### src/rtl/bscant_pipe_serializer.sv
// Serializes one {words, N} indication message into N 32-bit beats (first beat one cycle after accept).
// Holds beats stable while the downstream ready is low; input accepted only when idle or on the last beat.
// Optional BSCANT_SER_HDR_EN prepends a {16'd0, N_sent} header beat.
module bscant_pipe_serializer #(
  parameter int MSG_WIDTH  = 144,
  parameter int LEN_WIDTH  = 16,
  parameter int DATA_WIDTH = 32,
  parameter int MAX_WORDS  = 4
) (
  input  logic                  CLK,
  input  logic                  nRST,
  input  logic                  pipe_enq_ena,
  input  logic [MSG_WIDTH-1:0]  pipe_enq_v,
  output logic                  pipe_enq_rdy,
  output logic                  out_enq_ena,
  output logic [DATA_WIDTH-1:0] out_enq_v,
  output logic                  out_last,
  input  logic                  out_enq_rdy,
  output logic                  err
);

  localparam int REM_W = $clog2(MAX_WORDS + 1) + 1;
`ifdef BSCANT_SER_HDR_EN
  localparam int BEATS = MAX_WORDS + 1;
`else
  localparam int BEATS = MAX_WORDS;
`endif
  localparam int SH_W = BEATS * DATA_WIDTH;

  typedef enum logic {IDLE, SEND} state_t;

  state_t            state;
  logic [SH_W-1:0]   shift;
  logic [REM_W-1:0]  rem;
  logic              err_q;

  logic [LEN_WIDTH-1:0]                n_field;
  logic [MAX_WORDS*DATA_WIDTH-1:0]     words;
  logic                                trunc;
  logic [REM_W-1:0]                    n_sent;
  logic [SH_W-1:0]                     load_shift;
  logic [REM_W-1:0]                    load_rem;
  logic                                in_fire;
  logic                                out_fire;

  assign n_field = pipe_enq_v[LEN_WIDTH-1:0];
  assign words   = pipe_enq_v[MSG_WIDTH-1:LEN_WIDTH];
  assign trunc   = n_field > LEN_WIDTH'(MAX_WORDS);
  assign n_sent  = trunc ? REM_W'(MAX_WORDS) : n_field[REM_W-1:0];

`ifdef BSCANT_SER_HDR_EN
  assign load_shift = {words, DATA_WIDTH'(n_sent)};
  assign load_rem   = n_sent + REM_W'(1);
`else
  assign load_shift = words;
  assign load_rem   = n_sent;
`endif

  assign out_enq_ena  = (state == SEND);
  assign out_enq_v    = (state == SEND) ? shift[DATA_WIDTH-1:0] : '0;
  assign out_last     = (state == SEND) && (rem == REM_W'(1));
  assign err          = err_q;
  // Same-cycle reload when the final beat is leaving keeps back-to-back messages gapless.
  assign pipe_enq_rdy = nRST && ((state == IDLE) || (out_last && out_enq_rdy));
  assign in_fire      = pipe_enq_ena && pipe_enq_rdy;
  assign out_fire     = (state == SEND) && out_enq_rdy;

  always_ff @(posedge CLK or negedge nRST) begin
    if (!nRST) begin
      state <= IDLE;
      shift <= '0;
      rem   <= '0;
      err_q <= 1'b0;
    end else if (in_fire) begin
      shift <= load_shift;
      rem   <= load_rem;
      err_q <= err_q | trunc;
      state <= (n_field == '0) ? IDLE : SEND;
    end else if (out_fire) begin
      shift <= shift >> DATA_WIDTH;
      rem   <= rem - REM_W'(1);
      if (rem == REM_W'(1))
        state <= IDLE;
    end
  end

endmodule

### config.mk
export PLATFORM = sky130hd
export DESIGN_NAME = bscant_pipe_serializer
export DESIGN_NICKNAME = d
export VERILOG_FILES = /design/src/rtl/bscant_pipe_serializer.sv
export SDC_FILE = /design/constraint.sdc
export NUM_CORES = 1
export LEC_CHECK = 0
export BUFFER_PORTS_ARGS = -buffer_cell sky130_fd_sc_hd__clkbuf_2
export CAP_MARGIN = 20
export CORE_MARGIN = 2
export CORE_UTILIZATION = 52
export DETAILED_ROUTE_END_ITERATION = 10
export PLACE_DENSITY = 0.8
export SLEW_MARGIN = 20
export SYNTH_ARGS = -nofsm -noshare
export SYNTH_HDL_FRONTEND = slang
export SYNTH_SLANG_ARGS = --single-unit
### constraint.sdc
create_clock -name CLK -period 1.7 [get_ports CLK]
set_input_delay 0.34 -clock CLK [delete_from_list [all_inputs] [get_ports CLK]]
set_output_delay 0.34 -clock CLK [all_outputs]
set_load 0.1 [all_outputs]
==> flow_summary.json <==
{
  "syn_inst": 633,
  "critPathMostFrequentCell": "buf_12",
  "antenna_cells": 0,
  "clk_latency_ns": 0.42,
  "power_density_mw_per_mm2": 1660,
  "slew_headroom": 0.519,
  "antenna_found_initial": 0,
  "drt-pass1-iter-count": 4,
  "nFillCells": 356,
  "nNetsFinal": 1029,
  "synthesis.area_sq_mm": 0.00627,
  "cts.clk_slew.worst_paths_ns": 0.06,
  "drive_gt1_frac": 0.625,
  "vias": 6276,
  "fp.coreArea_sq_mm": 0.0119,
  "hp-class": "in -> async",
  "crit_family": "buffers and inverters",
  "numClockSinks": 134,
  "grt_use_total": 0.259,
  "rr_startpoint": "rem[1]",
  "yosysSeqAreaShare": 0.534,
  "maxSlewViolCount": 0,
  "grt_max_degree": 135,
  "vias_per_cell": 6.05,
  "fin_crit_ns": 1.99,
  "fp-row-count": 40,
  "cp_cell_sequence": "inv_2 > ha_4 > nand4bb_1 > buf_4 > a21oi_4 > buf_6 > buf_12 > buf_12 > clkbuf_16 > nand2_2 > o21ai_1",
  "fin_ws_ns": -0.295,
  "required_ns": 2.04,
  "worstSetupPathType": "reg -> reg",
  "dp_hpwl_mm": 10.2,
  "cts-root-buf": "clkbuf_16",
  "reg2reg_depth": 11,
  "grt_overflow_total": 0,
  "leakagePower_nw": 5.66,
  "cts_buffer_depth": 2,
  "critPathArrivalTime_ns": 2.34,
  "route.detailed.drc": 0,
  "ioPinCount": 184,
  "yosys_warnings": 0,
  "fmax_mhz": 501,
  "dpl-instance-area_sq_mm": 0.00810,
  "synth_fp_nets": 783,
  "run_status": "complete, but fails checks",
  "die_area_sq_mm": 0.0130,
  "finalSetupViolCount": 163,
  "reg2reg_slack_ns": -0.29,
  "drt_iter0_drc": 528,
  "crit_path_max_incr_delay_ns": 0.41,
  "routed_wl_mm": 25.8,
  "hold_violations": 0,
  "worstSetupStartpointType": "flop",
  "critPathBufInv": 6,
  "finalCritPeriodShare": 1.17,
  "grt_pass1_wl_mm": 26.2,
  "gp_congestion": 0.805,
  "grt_pass1_vias": 5534,
  "area_growth_pct": 75.4,
  "synth_seq_cells": 134,
  "worstMarginPinSlew_ns": 0.722,
  "pre_cts_slack_ns": -0.0159,
  "slowest_stage": "dfrtp_1",
  "max_cap_viol_count": 0,
  "max-vdd-ir-drop_mv": 1.06,
  "worst-path-max-fanout": 8,
  "worst_setup_path_end_kind": "flop",
  "syn_avg_cell_area_sq_um": 9.91,
  "numCtsBuffers": 17,
  "start_util": 0.527,
  "port_buffers": 183,
  "final_common_cell": "clkbuf_2",
  "antenna_left": 0,
  "htreeDepth": 4,
  "violations": "setup timing",
  "rsz0062_at_grt": "yes",
  "timing.hold.ws_ns": 0.0232,
  "r2r-end": "shift[12]",
  "synth.distinct_cells": 30,
  "cts_tree": "done",
  "layout_common_cells": "clkbuf_2, dfrtp_1, o21ai_2, mux2i_1, nand2_4",
  "wire_per_inst_um": 24.9,
  "fin_area_sq_mm": 0.0110,
  "fp.dieW_um": 114,
  "instances_no_fill": 1037,
  "fp.dieH_um": 114,
  "fin_util": 0.924,
  "placed_cells": 941,
  "finClkSkew_ns": 0.0102
}
-- routing by layer --
layer,vias to the layer above,global-route usage,wire [um]
met1,3138,0.306,8880
met2,370,0.453,13800
met5,-,0,0
met3,131,0.0457,1370
met4,0,0.135,1800
li1,2637,-,-
-- final cells by class --
type | instances | area, sq um | area share
Clock buffer | 22 | 484 | 0.0440
Clock inverter | 8 | 123 | 0.0111
Inverter | 2 | 7.51 | 0.000682
Multi-Input combinational cell | 450 | 3770 | 0.343
Sequential cell | 134 | 3360 | 0.305
Tap cell | 147 | 184 | 0.0167
Timing Repair Buffer | 274 | 3070 | 0.279
-- how the worst max path moves through the flow --
stage / from / end / slack, ns / cells past startpoint
after floorplan: out_enq_ena / out_last / -0.47 / 2
after global placement: rem[1] / shift[54] / 0.09 / 7
after detailed placement: rem[1] / shift[48] / -0.02 / 8
after CTS: rem[1] / pipe_enq_rdy / -0.19 / 6
after global routing: rem[1] / shift[12] / -0.35 / 11
final: rem[1] / shift[12] / -0.29 / 11
-- timing repair --
| action | CTS | global route |
|---|---|---|
| setup endpoints to repair | 58 | 164 |
| hold buffers | 0 | 0 |
| gates cloned | 3 | 37 |
| buffers inserted | 11 | 17 |
| pin swaps | 4 | 162 |
| resized for setup | 18 | 405 |
-- per-stage QoR --
step / power [mW] / setup TNS (ns)
finish: 18.3 / -27.45
global route: 18.8 / -34.63
CTS: 15.6 / -4.63
detailed placement: 11.5 / -0.0525
global placement: 11.2 / 0
floorplan: 9.16 / -2.76
-- cell families (layout without fill, tap and decap cells) --
logic type,count (synthesis),in the layout,synth area share
buffers and inverters,49,306,0.0463
xor gates and xnor gates,3,3,0.00419
and+or+nand+nor,213,213,0.147
muxes,96,96,0.153
DFF,134,134,0.534
adders and majority gates,2,2,0.00399
AOI/OAI and AO/OA,136,136,0.111
-- state kept, by name, indices dropped and copies added, names as in the netlist --
register / count
rem: 4
err: 1
shift: 128
out_enq_ena: 1
-- cell usage after synthesis (all sizes together) --
| master | count | area [sq um] |
|---|---|---|
| buf | 30 | 206 |
| nand4 | 1 | 6.26 |
| nand3 | 1 | 5.00 |
| nand4bb | 1 | 11.3 |
| nor4bb | 1 | 10.0 |
| a21oi | 3 | 18.8 |
| dfrtp | 134 | 3350 |
| o21ai | 130 | 651 |
| nor3 | 1 | 5.00 |
| mux2i | 96 | 961 |
| xnor2 | 3 | 26.3 |
| nand2b | 1 | 6.26 |
| or2 | 1 | 6.26 |
| clkbuf | 17 | 76.3 |
| nor2 | 5 | 18.8 |
| a31o | 2 | 17.5 |
| ha | 2 | 25.0 |
| nand2 | 164 | 618 |
| o21a | 1 | 7.51 |
| and2 | 33 | 206 |
| inv | 2 | 7.51 |
| nor4 | 4 | 31.3 |
-- power by group --
part	internal, mW	total (mW)	switching [mW]	leakage [nW]
clock	2.44	3.91	1.47	0.290
sequential	4.16	4.94	0.780	1.78
combinational	4.17	9.44	5.27	3.58
total	10.8	18.3	7.52	5.66
-- worst reg2reg max path: stages (launching register included) --
cell	delay, ns
dfrtp_1	0.41
inv_2	0.10
ha_4	0.13
nand4bb_1	0.14
buf_4	0.18
a21oi_4	0.23
buf_6	0.16
buf_12	0.14
buf_12	0.14
clkbuf_16	0.17
nand2_2	0.05
o21ai_1	0.08
Power figures use the tool's default switching activity.
